[src/rtl/motor_drive_decoder.sv]
// motor_drive_decoder: decodes DIR steering codes into left/right H-bridge PWM, rotation sense and timed pivots.
// Latency: DIR registered once, FSM decides the next cycle; duty reaches the pins at the next PWM wrap.
// Backpressure: none; DIR is sampled every cycle and is ignored (not latched) while TURN_BUSY is high.
// Optional soft-start ramp: define MOTOR_SOFTSTART_EN.
module motor_drive_decoder #(
  parameter int PWM_PERIOD = 1000,
  parameter int DUTY_FULL  = 1000,
  parameter int DUTY_VEER  = 500,
  parameter int DUTY_HARD  = 700,
  parameter int DEAD_TIME  = 50_000,
  parameter int TURN_TIME  = 25_000_000,
  parameter int RAMP_STEP  = 50
) (
  input  logic       clk,
  input  logic       rst_n,
  input  logic [3:0] DIR,
  output logic       L_PWM,
  output logic       R_PWM,
  output logic       L_FWD,
  output logic       R_FWD,
  output logic       TURN_BUSY
);

  // Duty registers must hold the largest duty or the period, whichever is bigger,
  // so that "duty >= period" stays representable and means constant high.
  localparam int DMAX0 = (DUTY_FULL > DUTY_VEER) ? DUTY_FULL : DUTY_VEER;
  localparam int DMAX1 = (DMAX0 > DUTY_HARD) ? DMAX0 : DUTY_HARD;
  localparam int DMAXP = (DMAX1 > PWM_PERIOD) ? DMAX1 : PWM_PERIOD;
  localparam int DW    = $clog2(DMAXP + 1);
  localparam int PW    = (PWM_PERIOD > 1) ? $clog2(PWM_PERIOD) : 1;
  localparam int TWD   = (DEAD_TIME > 1) ? $clog2(DEAD_TIME) : 1;
  localparam int TWT   = (TURN_TIME > 1) ? $clog2(TURN_TIME) : 1;

  localparam logic [DW-1:0]  C_FULL      = DW'(DUTY_FULL);
  localparam logic [DW-1:0]  C_VEER      = DW'(DUTY_VEER);
  localparam logic [DW-1:0]  C_HARD      = DW'(DUTY_HARD);
  localparam logic [PW-1:0]  C_PWM_LAST  = PW'(PWM_PERIOD - 1);
  localparam logic [TWD-1:0] C_DEAD_LAST = TWD'(DEAD_TIME - 1);
  localparam logic [TWT-1:0] C_TURN_LAST = TWT'(TURN_TIME - 1);

  // Largest duty change allowed per wrap. Without soft-start the step spans the
  // full duty range, so the applied duty lands on its goal at the first wrap.
`ifdef MOTOR_SOFTSTART_EN
  localparam int STEP_EFF = (RAMP_STEP > 0) ? RAMP_STEP : 1;
`else
  localparam int STEP_EFF = (RAMP_STEP > DMAXP) ? RAMP_STEP : DMAXP;
`endif

  localparam logic [1:0] S_RUN   = 2'd0;
  localparam logic [1:0] S_DEAD  = 2'd1;
  localparam logic [1:0] S_PIVOT = 2'd2;

  logic [3:0]     r_dir_q;
  logic [1:0]     r_state;
  logic           r_fwd_l;
  logic           r_fwd_r;
  logic           r_lat_fwd_l;
  logic           r_lat_fwd_r;
  logic           r_lat_piv;
  logic           r_armed;
  logic [TWD-1:0] r_dead_cnt;
  logic [TWT-1:0] r_turn_cnt;
  logic [PW-1:0]  r_pwm_cnt;
  logic [DW-1:0]  r_duty_l;
  logic [DW-1:0]  r_duty_r;

  logic [DW-1:0]  w_tgt_duty_l;
  logic [DW-1:0]  w_tgt_duty_r;
  logic           w_tgt_fwd_l;
  logic           w_tgt_fwd_r;
  logic           w_tgt_piv;
  logic           w_is_pivot_code;
  logic           w_fwd_diff;
  logic           w_enter_dead;
  logic           w_pivot_done;
  logic           w_wrap;
  logic [DW-1:0]  w_goal_l;
  logic [DW-1:0]  w_goal_r;

  // Moves the applied duty toward its goal by at most STEP_EFF, never overshooting.
  function automatic logic [DW-1:0] f_duty_step(input logic [DW-1:0] cur,
                                                input logic [DW-1:0] goal);
    int c;
    int g;
    int n;
    c = int'(cur);
    g = int'(goal);
    if (c < g) begin
      n = ((g - c) > STEP_EFF) ? (c + STEP_EFF) : g;
    end else if (c > g) begin
      n = ((c - g) > STEP_EFF) ? (c - STEP_EFF) : g;
    end else begin
      n = g;
    end
    return DW'(n);
  endfunction

  // Single input register; every decision below works from r_dir_q.
  always_ff @(posedge clk or negedge rst_n) begin
    if (!rst_n) begin
      r_dir_q <= 4'b1111;
    end else begin
      r_dir_q <= DIR;
    end
  end

  // Decode the registered code into target duty, target rotation sense and pivot request.
  // A pivot code seen while disarmed behaves exactly like stop.
  always_comb begin
    w_tgt_duty_l    = '0;
    w_tgt_duty_r    = '0;
    w_tgt_fwd_l     = r_fwd_l;
    w_tgt_fwd_r     = r_fwd_r;
    w_tgt_piv       = 1'b0;
    w_is_pivot_code = (r_dir_q == 4'b0111) || (r_dir_q == 4'b1011);
    case (r_dir_q)
      4'b0000: begin
        w_tgt_duty_l = C_FULL;
        w_tgt_duty_r = C_FULL;
        w_tgt_fwd_l  = 1'b1;
        w_tgt_fwd_r  = 1'b1;
      end
      4'b0101: begin
        w_tgt_duty_l = C_VEER;
        w_tgt_duty_r = C_FULL;
        w_tgt_fwd_l  = 1'b1;
        w_tgt_fwd_r  = 1'b1;
      end
      4'b1001: begin
        w_tgt_duty_l = C_FULL;
        w_tgt_duty_r = C_VEER;
        w_tgt_fwd_l  = 1'b1;
        w_tgt_fwd_r  = 1'b1;
      end
      4'b0111: begin
        if (r_armed) begin
          w_tgt_duty_l = C_HARD;
          w_tgt_duty_r = C_HARD;
          w_tgt_fwd_l  = 1'b0;
          w_tgt_fwd_r  = 1'b1;
          w_tgt_piv    = 1'b1;
        end
      end
      4'b1011: begin
        if (r_armed) begin
          w_tgt_duty_l = C_HARD;
          w_tgt_duty_r = C_HARD;
          w_tgt_fwd_l  = 1'b1;
          w_tgt_fwd_r  = 1'b0;
          w_tgt_piv    = 1'b1;
        end
      end
      default: begin
      end
    endcase
  end

  // Transition qualifiers shared by the FSM, arming and duty logic.
  always_comb begin
    w_fwd_diff   = (w_tgt_fwd_l != r_fwd_l) || (w_tgt_fwd_r != r_fwd_r);
    w_enter_dead = (r_state == S_RUN) && w_fwd_diff;
    w_pivot_done = (r_state == S_PIVOT) && (r_turn_cnt == C_TURN_LAST);
    w_wrap       = (r_pwm_cnt == C_PWM_LAST);
    // During a pivot the command is ignored and both wheels run HARD.
    w_goal_l     = (r_state == S_PIVOT) ? C_HARD : w_tgt_duty_l;
    w_goal_r     = (r_state == S_PIVOT) ? C_HARD : w_tgt_duty_r;
  end

  // Steering FSM: dead time before any reversal, then optional timed pivot.
  // Commands arriving during DEAD or PIVOT are only looked at again once back in RUN.
  always_ff @(posedge clk or negedge rst_n) begin
    if (!rst_n) begin
      r_state     <= S_RUN;
      r_fwd_l     <= 1'b1;
      r_fwd_r     <= 1'b1;
      r_lat_fwd_l <= 1'b1;
      r_lat_fwd_r <= 1'b1;
      r_lat_piv   <= 1'b0;
      r_dead_cnt  <= '0;
      r_turn_cnt  <= '0;
    end else begin
      case (r_state)
        S_RUN: begin
          if (w_fwd_diff) begin
            r_state     <= S_DEAD;
            r_lat_fwd_l <= w_tgt_fwd_l;
            r_lat_fwd_r <= w_tgt_fwd_r;
            r_lat_piv   <= w_tgt_piv;
            r_dead_cnt  <= '0;
          end else if (w_tgt_piv) begin
            r_state    <= S_PIVOT;
            r_turn_cnt <= '0;
          end
        end
        S_DEAD: begin
          if (r_dead_cnt == C_DEAD_LAST) begin
            r_fwd_l    <= r_lat_fwd_l;
            r_fwd_r    <= r_lat_fwd_r;
            r_dead_cnt <= '0;
            if (r_lat_piv) begin
              r_state    <= S_PIVOT;
              r_turn_cnt <= '0;
            end else begin
              r_state <= S_RUN;
            end
          end else begin
            r_dead_cnt <= r_dead_cnt + 1'b1;
          end
        end
        S_PIVOT: begin
          if (r_turn_cnt == C_TURN_LAST) begin
            r_state    <= S_RUN;
            r_turn_cnt <= '0;
          end else begin
            r_turn_cnt <= r_turn_cnt + 1'b1;
          end
        end
        default: begin
          r_state <= S_RUN;
        end
      endcase
    end
  end

  // Arming: a completed pivot disarms; any non-pivot code re-arms, so a held
  // pivot code cannot trigger a second turn.
  always_ff @(posedge clk or negedge rst_n) begin
    if (!rst_n) begin
      r_armed <= 1'b1;
    end else if (w_pivot_done) begin
      r_armed <= 1'b0;
    end else if (!w_is_pivot_code) begin
      r_armed <= 1'b1;
    end
  end

  // Free-running PWM period counter.
  always_ff @(posedge clk or negedge rst_n) begin
    if (!rst_n) begin
      r_pwm_cnt <= '0;
    end else if (w_wrap) begin
      r_pwm_cnt <= '0;
    end else begin
      r_pwm_cnt <= r_pwm_cnt + 1'b1;
    end
  end

  // Applied duty: zeroed at once on dead-time entry and held there through DEAD,
  // otherwise updated only at wrap so a pulse is never cut or stretched mid-period.
  always_ff @(posedge clk or negedge rst_n) begin
    if (!rst_n) begin
      r_duty_l <= '0;
      r_duty_r <= '0;
    end else if (w_enter_dead || (r_state == S_DEAD)) begin
      r_duty_l <= '0;
      r_duty_r <= '0;
    end else if (w_wrap) begin
      r_duty_l <= f_duty_step(r_duty_l, w_goal_l);
      r_duty_r <= f_duty_step(r_duty_r, w_goal_r);
    end
  end

  // Pin drive: PWM compare gated off throughout DEAD.
  always_comb begin
    L_PWM     = (r_state != S_DEAD) && (DW'(r_pwm_cnt) < r_duty_l);
    R_PWM     = (r_state != S_DEAD) && (DW'(r_pwm_cnt) < r_duty_r);
    L_FWD     = r_fwd_l;
    R_FWD     = r_fwd_r;
    TURN_BUSY = (r_state != S_RUN);
  end

endmodule
[config.mk]
export PLATFORM = sky130hd
export DESIGN_NAME = motor_drive_decoder
export DESIGN_NICKNAME = d
export VERILOG_FILES = /design/src/rtl/motor_drive_decoder.sv
export SDC_FILE = /design/constraint.sdc
export NUM_CORES = 1
export LEC_CHECK = 0
export ABC_AREA = 1
export ABC_CLOCK_PERIOD_IN_PS = 3900
export CAP_MARGIN = 25
export CORE_MARGIN = 3
export CORE_UTILIZATION = 30
export CTS_CLUSTER_DIAMETER = 60
export CTS_CLUSTER_SIZE = 10
export DETAILED_ROUTE_END_ITERATION = 8
export PLACE_DENSITY_LB_ADDON = 0.2
export SLEW_MARGIN = 10
export SYNTH_ARGS = -nofsm -noshare
export SYNTH_HDL_FRONTEND = slang
export SYNTH_SLANG_ARGS = --single-unit
[constraint.sdc]
create_clock -name clk -period 3.9 [get_ports clk]
set_input_delay 0.585 -clock clk [delete_from_list [all_inputs] [get_ports clk]]
set_output_delay 0.585 -clock clk [all_outputs]
set_load 0.02 [all_outputs]
==> run summary <==
Fillers: 2601
NetSw: 1.676 mW
CTS tree: yes
Max Cap Viol: 0
Int Power: 1.918 mW
I/O pin cnt: 11
first-pass GRT wire length: 33.38 mm
diode count: 0
filler-free cell count of the finished design: 1472
Hold WS: 219.8 ps
CTS sink cnt: 79
Clock power frac: 24.5%
Min-Delay Path Class: input pin to asynchronous set/reset pin
Async SR Flop Fraction: 100.0%
crit path max fanout: 7
warnings from Yosys: 0
R2R depth: 20
wire length per cell: 13.63 um
GPL Wtd Cong: 0.9071
Net Sw Frac: 46.62%
post-layout min period: 3564 ps
final wirelength: 20.07 mm
clk slew on worst S/H paths: 60 ps
post-DP HPWL: 15.73 mm
reported leakage power: 4.198 nW
Peak Freq: 280.5 MHz
placed cells: 1456
Die H: 162.6 um
CP endpoint kind: register
top cell type's share of synthesized area: 23.81%
layout net count: 1213
RSZ-0062 raised after global routing: false
worst r2r dst: r_duty_l[7]$_DFFE_PN0P_
Startpoint Class: register
area grow syn2layout: 10.24%
largest net degree at the start of global routing: 42
Max VDD drop: 0.1877 mV
Row Count: 56
Flop pwr share: 26.5%
pre-CTS setup slack: 296.2 ps
layout cell share with drive strength beyond 1: 7.199%
DRT Pass-1 Iters: 5
worst skew pair latency: 350 ps
Initial Util: 30.98%
combinational share of power: 49.0%
top cell type by total area after synthesis: dfrtp_1
max_slew headroom: 61.35%
reg-to-reg setup timing slack: 340 ps
CP required: 4190 ps
Area contributors post-synth: dfrtp_1 (24%), nand2_1 (19%), ha_1 (9.7%), inv_1 (7.5%), nand3_1 (7.0%)
critical path type: register to register
status: complete, no violations
Synth cell types: 43
Yosys reg bits: 79
# DRC: 0
vias in the first global route: 6491
vias: 7053
initial DRC count: 444
Root Driver: clkbuf_16
Core ar.: 23750 sq um
die width: 162.6 um
Final Hold Vio Count: 0
TritonCTS buffer count: 9
Post-CTS Hold Fix Bufs: 0
Clock Path Buffers: 2
top_reg_cell synth: dfrtp_1
Post-synth EDFFs: 0
Tcrit/Tclk final: 91.40%
syn_nets: 1201
final worst-path setup slack: 335.5 ps
initial antenna violation count: 0
register area share after synthesis: 27.02%
Max Slew Vio Count: 0
Mapped Cells: 1136
H-tree depth: 3
Post-Syn Area per Cell: 6.477 sq um
Clock Skews: 7.601 ps
IO buf count: 10
Least-Margin Pin Slew: 579.8 ps
final setup fails: 0
via/cell ratio: 4.791
synthesized area: 7358 sq um
post-route ant nets: 0
full die area: 26440 sq um
worst r2r src: r_dir_q[3]$_DFF_PN1_
GRT Util Overall: 15.54%
Fin Setup TNS: 0 ps
CP arrival: 3850 ps
PD cells: 443.1 nW/um^2
grt total ovfl: 0
cells by family (layout without fill, tap and decap cells):
logic type / count (synthesis) / after routing / synth area share, %
AND/OR/NAND/NOR: 676 / 676 / 40.66
buffers and inverters: 175 / 192 / 9.488
AO/OA/AOI/OAI: 110 / 110 / 8.196
flip-flops: 79 / 79 / 27.02
adder cells (fa/ha/maj): 59 / 59 / 10.24
XOR/XNOR: 37 / 37 / 4.404
final cells by class:
class | instances | area, sq um | share of cell area, %
clock buffers | 10 | 229.0 | 2.823
clock inverters | 6 | 67.56 | 0.8329
inverters | 158 | 593.1 | 7.311
multi-input cells | 882 | 4677 | 57.66
flip-flops and latches | 79 | 1988 | 24.51
well taps | 319 | 399.1 | 4.921
repair buffers | 18 | 157.7 | 1.944
per-layer routing:
metal / GRT usage [%] / wire length (um)
met1: 21.98 / 10120
met2: 25.29 / 9151
met3: 2.823 / 658
met4: 2.499 / 137
met5: 0 / 0
power by group through the flow:
stage	clock [mW]	combinational (mW)	sequential, mW
6_report	0.882	1.76	0.951
2_1_floorplan	0	1.35	0.952
5_1_grt	0.951	1.99	0.962
3_5_place_dp	0	1.75	0.964
3_3_place_gp	0	1.76	0.965
4_1_cts	0.915	1.76	0.951
flip-flops by register name, indices dropped and copies added, names as in the netlist:
register	flops
r_state	2
r_duty_r	8
r_lat_piv	1
r_armed	1
r_lat_fwd_r	1
R_FWD	1
r_dir_q	4
L_FWD	1
r_duty_l	8
r_pwm_cnt	10
r_dead_cnt	16
r_turn_cnt	25
r_lat_fwd_l	1
repair_timing:
item	CTS	global route
buffers inserted	0	0
resized for setup	0	1
endpoints found under the setup margin	0	8
worst max-delay path, stage by stage, from the launching register on:
cell     delay (ps)
dfstp_2         560
nor2_4           50
nand2_2          90
nand2_4          80
nand2_1         150
nand2_1         100
a21oi_1         240
inv_1           200
ha_1            290
fa_1            430
o21ai_1         260
nand2_1         130
nand3_1          80
nand2_1          80
nor2_4          190
nand3_2         150
nand2_1         110
nand2_1          70
nand2_1          80
nand3_1          80
nand2_1          60
Yosys cell counts (2+ instances only):
cell type	instances
nand2_1	378
inv_1	147
nand3_1	103
nor2_1	87
dfrtp_1	70
ha_1	57
a21oi_1	51
nand4_1	34
xor2_1	34
o21ai_0	28
nor3_1	18
o21ai_1	11
nor2_2	10
dfstp_2	9
or2_2	9
inv_2	8
clkbuf_1	7
nand3b_1	7
nand2_2	6
nand3_2	6
nor4_1	6
nor2_4	5
o22ai_1	5
buf_4	4
buf_6	3
clkinv_1	3
nand2_4	3
o2111ai_1	3
o21bai_1	3
xnor2_1	3
a22oi_1	2
a31o_2	2
buf_2	2
fa_1	2
o31ai_1	2
cell usage in the layout (no fill, tap or decap), types with 7 or more instances in the layout:
| cell | instances |
|---|---|
| clkbuf_16 | 9 |
| dfstp_2 | 9 |
| ha_1 | 57 |
| inv_1 | 147 |
| nand3_1 | 103 |
| inv_2 | 8 |
| nor3_1 | 18 |
| o21ai_1 | 11 |
| dfrtp_1 | 70 |
| nand2_1 | 378 |
| clkdlybuf4s50_1 | 9 |
| or2_2 | 9 |
| buf_4 | 9 |
| a21oi_1 | 51 |
| o21ai_0 | 28 |
| nand3b_1 | 7 |
| nor2_1 | 87 |
| nor2_2 | 9 |
| xor2_1 | 34 |
| nand4_1 | 34 |
worst max-delay path by stage:
stage / from / cells after the start / slack (ps) / to
after floorplan: r_dir_q[3]$_DFF_PN1_ / 19 / 790 / r_duty_l[6]$_DFFE_PN0P_
after detailed placement: r_dir_q[3]$_DFF_PN1_ / 19 / 300 / r_duty_l[4]$_DFFE_PN0P_
after CTS: r_dir_q[3]$_DFF_PN1_ / 20 / 260 / r_duty_l[9]$_DFFE_PN0P_
after global placement: r_dir_q[3]$_DFF_PN1_ / 20 / 320 / r_duty_l[9]$_DFFE_PN0P_
after global routing: r_dir_q[3]$_DFF_PN1_ / 20 / 40 / r_duty_l[9]$_DFFE_PN0P_
final: r_dir_q[3]$_DFF_PN1_ / 20 / 340 / r_duty_l[7]$_DFFE_PN0P_
per-stage QoR:
step | power (mW) | utilization [%] | instance area (sq um)
global route | 3.901 | 34.15 | 8112
CTS | 3.625 | 34.13 | 8107
finish | 3.594 | 34.15 | 8112
floorplan | 2.305 | - | 7358
global placement | 2.721 | 32.88 | 7810
detailed placement | 2.715 | 32.88 | 7810
(Power assumes the default switching activity.)
